## src/rtl/stopwatch_pkg.sv

```systemverilog
// stopwatch_pkg: digit limits and widths shared by the stopwatch time counter and its digit counters
package stopwatch_pkg;
  localparam int CSEC_MAX = 99;
  localparam int SEC_MAX = 59;
  localparam int MIN_MAX = 59;
  localparam int CSEC_W = 7;
  localparam int SEC_W = 6;
  localparam int MIN_W = 6;
endpackage

```

## src/rtl/stopwatch_mod_counter.sv

```systemverilog
// stopwatch_mod_counter: modulo-(MAX+1) digit counter; clk/reset(async), clr, inc in; count and combinational carry out
module stopwatch_mod_counter
  import stopwatch_pkg::*;
#(
  parameter int MAX = CSEC_MAX,
  parameter int W = CSEC_W
) (
  input  logic         clk,
  input  logic         reset,
  input  logic         clr,
  input  logic         inc,
  output logic [W-1:0] count,
  output logic         carry
);
  logic at_max;
  assign at_max = count >= W'(MAX);
  assign carry = inc && at_max;
  always_ff @(posedge clk or posedge reset)
    if (reset) count <= '0;
    else if (clr) count <= '0;
    else if (inc) count <= at_max ? '0 : count + 1'b1;
endmodule

```

## src/rtl/stopwatch_time_counter.sv

```systemverilog
// stopwatch_time_counter: 10 ms prescaler plus csec/sec/min chain; clk, reset(async), i_run, i_clear in; o_csec, o_sec, o_min, o_tick, o_rollover out
module stopwatch_time_counter
  import stopwatch_pkg::*;
#(
  parameter int CLK_HZ = 100_000_000,
  parameter int TICK_HZ = 100,
  parameter int DIV_W = 24
) (
  input  logic              clk,
  input  logic              reset,
  input  logic              i_run,
  input  logic              i_clear,
  output logic [CSEC_W-1:0] o_csec,
  output logic [SEC_W-1:0]  o_sec,
  output logic [MIN_W-1:0]  o_min,
  output logic              o_tick,
  output logic              o_rollover
);
  localparam int DIV = CLK_HZ / TICK_HZ;
  logic [DIV_W-1:0] prescaler;
  logic adv, csec_carry, sec_carry, min_carry;
  assign adv = i_run && !i_clear && prescaler >= DIV_W'(DIV - 1);
  always_ff @(posedge clk or posedge reset)
    if (reset) begin
      prescaler <= '0;
      o_tick <= 1'b0;
      o_rollover <= 1'b0;
    end else begin
      prescaler <= (i_clear || adv) ? '0 : i_run ? prescaler + 1'b1 : prescaler;
      o_tick <= adv;
      o_rollover <= min_carry;
    end
  stopwatch_mod_counter #(.MAX(CSEC_MAX), .W(CSEC_W)) u_csec (
    .clk(clk), .reset(reset), .clr(i_clear), .inc(adv), .count(o_csec), .carry(csec_carry)
  );
  stopwatch_mod_counter #(.MAX(SEC_MAX), .W(SEC_W)) u_sec (
    .clk(clk), .reset(reset), .clr(i_clear), .inc(csec_carry), .count(o_sec), .carry(sec_carry)
  );
  stopwatch_mod_counter #(.MAX(MIN_MAX), .W(MIN_W)) u_min (
    .clk(clk), .reset(reset), .clr(i_clear), .inc(sec_carry), .count(o_min), .carry(min_carry)
  );
endmodule

```

## config.mk

```make
export PLATFORM = sky130hd
export DESIGN_NAME = stopwatch_time_counter
export DESIGN_NICKNAME = d
export VERILOG_FILES = /design/src/rtl/stopwatch_pkg.sv /design/src/rtl/stopwatch_mod_counter.sv /design/src/rtl/stopwatch_time_counter.sv
export SDC_FILE = /design/constraint.sdc
export NUM_CORES = 1
export LEC_CHECK = 0
export CAP_MARGIN = 20
export CORE_MARGIN = 5
export CORE_UTILIZATION = 35
export DETAILED_ROUTE_END_ITERATION = 8
export SLEW_MARGIN = 15
export SYNTH_ARGS = -nofsm -noshare
export SYNTH_HDL_FRONTEND = slang
export SYNTH_SLANG_ARGS = --single-unit
```

## constraint.sdc

```tcl
create_clock -name clk -period 5.4 [get_ports clk]
set_input_delay 1.08 -clock clk [delete_from_list [all_inputs] [get_ports clk]]
set_output_delay 1.08 -clock clk [all_outputs]
set_load 0.02 [all_outputs]
```

* Yosys cells after proc, flatten, opt, wreduce, memory -nomap -nowiden
Cells that the tools add are included.
** Operators by class
- Magnitude comparators :: 4
- Add/subtract/negate cells :: 4
- Multiplexer cells :: 11
- Reduce and logical (&&, ||, !) cells :: 11
** Operators with widths (count)
- 2-to-1 mux 24 bit :: 2
- 2-to-1 mux 6 bit :: 6
- adder 24 x 1 -> 24 bit, second input constant :: 1
- greater-or-equal comparator 24 x 20 -> 1 bit, second input constant :: 1
- 2-to-1 mux 7 bit :: 3
- adder 6 x 1 -> 6 bit, second input constant :: 2
- greater-or-equal comparator 6 bit, second input constant :: 2
- nonzero test 2 bit :: 4
- adder 7 x 1 -> 7 bit, second input constant :: 1
- greater-or-equal comparator 7 bit, second input constant :: 1
- logical AND 1 bit :: 5
- logical NOT 1 bit :: 1
- logical OR 1 bit :: 1
** Storage, ports and cells
- Flip-flop bits (word level) :: 45
- Input port bits :: 4
- Output and inout port bits :: 21

* Longest topological paths before layout
- Word-level depth :: 7
- Gate-level depth with buffers :: 8
- Mapped depth without buffers :: 6

* By module
A second synthesis with hierarchy kept.
** Unflattened totals
- Cell total of the unflattened synthesis :: 268
- Area, all modules :: 2727.6 um^2
** By module, submodules not included
- stopwatch_time_counter :: seq. area each 650.6 um^2, instances 1, cells each 151, area each 1631.6 um^2
- stopwatch_mod_counter (u_min ...) :: seq. area each 150.1 um^2, instances 2, cells each 36, area each 332.8 um^2
- stopwatch_mod_counter (u_csec) :: seq. area each 175.2 um^2, instances 1, cells each 45, area each 430.4 um^2

* Worst setup path after synthesis
No wires, ideal clock.
- Path type :: input-to-reg
- Start :: input port i_run
- End :: register prescaler[19]
- Path slack :: 2885 ps
- Buffers on the path :: 1
- Arrival :: 2393 ps
- Cell stages on the path :: 6
- Required time :: 5279 ps
- Path through :: buf_2 > o211ai_1 > nor4_1 > and3_1 > xnor2_1 > nor2_1
** Between the ends
- Word-level cells in the longest chain between the ends :: 4
- Elaborated cells on any way between the ends :: 5
** Ends and longest elaborated chain
- from (decl) :: line stopwatch_time_counter.sv:11 : input logic i_run,
- logical AND 1 bit (2 in series) :: line stopwatch_time_counter.sv:22 : assign adv = i_run && !i_clear && prescaler >= DIV_W'(DIV - 1);
- logical OR 1 bit :: line stopwatch_time_counter.sv:29 : prescaler <= (i_clear || adv) ? '0 : i_run ? prescaler + 1'b1 : prescaler;
- 2-to-1 mux 24 bit / nonzero test 2 bit (equally long branches)
- to (signal assigned) :: line stopwatch_time_counter.sv:29
- to (decl) :: line stopwatch_time_counter.sv:20 : logic [DIV_W-1:0] prescaler;
Several ways; a longest one is shown, not always the timed one.
A chain may end at the register's enable or synchronous reset.

* Final worst setup path
Ends and elaborated chain as after synthesis.

==> impl_metrics.toml <==
[status]
status = "finished clean"

[sta]
period_needed_ps = 3285
period_share = 0.6083
finalSetupViolCount = 0
finalClockSkew_ps = 8.074
setup_tns_ps = 0
whs_ps = 505.6
finalHoldViolCount = 0
max_slew_margin = 0.2840
max_freq_mhz = 304.4
drv_slew = 0
tightest_slew_ps = 1072
worst_slack_ps = 2115
grt_setup_unrepaired = "false"

[clock_tree]
cts_root_buf = "clkbuf_8"
numCtsBuffers = 5
postCtsSetupRepairBufs = 0
cts_resized = 0
cts_sinks = 45
cts_hold_buffers = 0
cts_tree = "done"
clk_path_buf_depth = 2
clock_latency_ps = 300
path_clk_slew_ps = 80
h-tree-depth = 2

[drt]
first_pass_iters = 4
drcViolationCount = 0
vias = 2055
finalWirelength_um = 5577
routed_via_density = 5.495
ant_nets = 0
wl_per_cell_um = 14.91
drt_iter0_markers = 57

[finish]
final_area_mm2 = 0.002919
antenna_cells = 0
fin_util = 0.4250
instances_no_fill = 374
nNetsFinal = 285
drive_gt1_frac = 0.08273
area_growth_pct = 16.71

[floorplan]
die_y_um = 94.54
core_mm2 = 0.006869
std_cell_rows = 30
die_w_um = 94.54
dieArea_mm2 = 0.008937
start_util = 0.3641
pin_count = 25

[logic_synthesis]
synthArstFlopShare = 1.000
syn_area_mm2 = 0.002501
synth-seq-cells = 45
synth_top_cell_by_area = "dfrtp_1"
ys.flop_type = "dfrtp_1"
synth.area.top_cells = "dfrtp_1 45%, nor2_1 5.1%, xnor2_1 4.2%, nand3_1 2.8%, nand2_1 2.7%"
synth_top_cell_area_share = 0.4502
yosys_warnings = 0
synth.avg_cell_area_um2 = 9.770
seq_area_frac_synth = 0.4502
synth_edf_count = 0
syn_nets = 264
ys_types = 57
syn_inst = 256

[worst_setup_path]
worstPathMaxFanout = 18
reg2reg_depth = 6
cp-start-kind = "input port"
endpoint_kind = "flip-flop"
critical_path_required_ps = 5580
cp_cell_sequence = "clkdlybuf4s50_1 -> o211ai_1 -> nor4_1 -> and3_1 -> xnor2_1 -> nor2_1"
critPathArrivalTime_ps = 3470
worstSetupPathType = "in -> reg"
slowest_stage = "clkdlybuf4s50_1"
slowest_delay_ps = 890

[grt]
global_route.usage.met3 = 0.02869
grt_usage = 0.1345
first_global_vias = 2007
use_met1 = 0.1747
antenna_found_initial = 0
grt_first_pass_wirelength_um = 9618
grt_overflow_total = 0
grtUsageMet2 = 0.2199
grt_max_degree = 46
busiest_layer = "met2"

[pwr]
power_mw = 0.6095
peakVddDrop_v = 0.00009442
p_per_area_mw_per_mm2 = 208.8
p_leak_nw = 1.189

[place]
port_buffers = 24
place_ws_ps = 1798
dpl_cell_area_mm2 = 0.002813
gp_congestion = 0.7689
dp_cells = 365
hpwl_um = 3807

[job]
drv_cap = 0

[hold_path]
hold_depth = 2
hold_path.class = "reg -> reg"
critical path, delay by kind of cell:
kind | cells | cell delay [ps]
AO/OA/AOI/OAI | 1 | 250
XOR/XNOR | 1 | 130
buffers and inverters | 1 | 890
AND/OR/NAND/NOR | 3 | 1110
flip-flops by register name, indices dropped and copies added, names as in the netlist:
register and flops:
prescaler 24, u_csec.count 7, u_min.count 6, u_sec.count 6
o_rollover 1, o_tick 1
Yosys cell counts (2+ instances only):
cell	count
a211o_1	2
a211oi_1	2
a21oi_1	7
a311oi_1	2
a31oi_1	8
a32o_1	4
and3_1	8
buf_2	4
buf_4	2
clkbuf_1	5
dfrtp_1	45
ha_1	4
inv_1	7
nand2_1	18
nand3_1	14
nand3b_1	2
nand4_1	5
nand4b_1	2
nor2_1	34
nor3_1	8
nor3_4	2
nor4_1	5
o2111ai_1	5
o211ai_1	2
o21ai_0	4
o21ai_1	2
o311a_1	2
o31ai_1	5
or3_1	2
xnor2_1	12
xor2_1	6
metal layers:
layer	vias to the layer above	wire length, um
met1	1007	2704
met3	7	163
met5	-	0
met2	33	2632
li1	1008	-
met4	0	77
final cells by class:
class                           count  area [um2]
Fill cell                         684        3950
Multi-Input combinational cell    191        1285
Sequential cell                    45        1126
Timing Repair Buffer               27       275.3
Tap cell                           96       120.1
Clock buffer                        5       68.82
Inverter                            7       26.28
Clock inverter                      3       17.52
cell families (layout without fill, tap and decap cells):
group           Yosys count  in the layout  share of synthesized area
flops                    45             45                     0.4502
buf+inv                  20             42                    0.03802
fa+ha+maj                 4              4                    0.02001
mux                       1              1                   0.004002
compound gates           59             59                     0.1906
xor+xnor                 18             18                    0.06303
simple gates            109            109                     0.2341
path summary, 6_finish.rpt:
path	startpoint	endpoint	slack [ps]
max in group asynchronous	reset	prescaler[19]	3950
worst max-delay path	i_run	prescaler[19]	2120
worst min-delay path	prescaler[23]	prescaler[23]	510
min in group asynchronous	reset	u_min.count[1]	1000
worst max register to register	prescaler[0]	u_sec.count[3]	2560
worst min register to register	prescaler[23]	prescaler[23]	510
report_power, final:
group / internal (mW) / total (mW) / switching (mW)
sequential: 0.342 / 0.349 / 0.00721
combinational: 0.0195 / 0.0536 / 0.0341
clock: 0.0894 / 0.207 / 0.117
total: 0.451 / 0.609 / 0.158
cell usage in the layout (no fill, tap or decap), types with 4 or more instances in the layout:
cell             count
dfrtp_1             45
nor2_1              34
clkdlybuf4s50_1     24
nand2_1             18
nand3_1             14
xnor2_1             12
and3_1               8
nor3_1               8
a31oi_1              8
a21oi_1              7
inv_1                6
xor2_1               6
nand4_1              5
o2111ai_1            5
nor4_1               5
o31ai_1              5
clkbuf_8             5
o21ai_0              4
a32o_1               4
ha_1                 4
(Power assumes the default switching activity.)
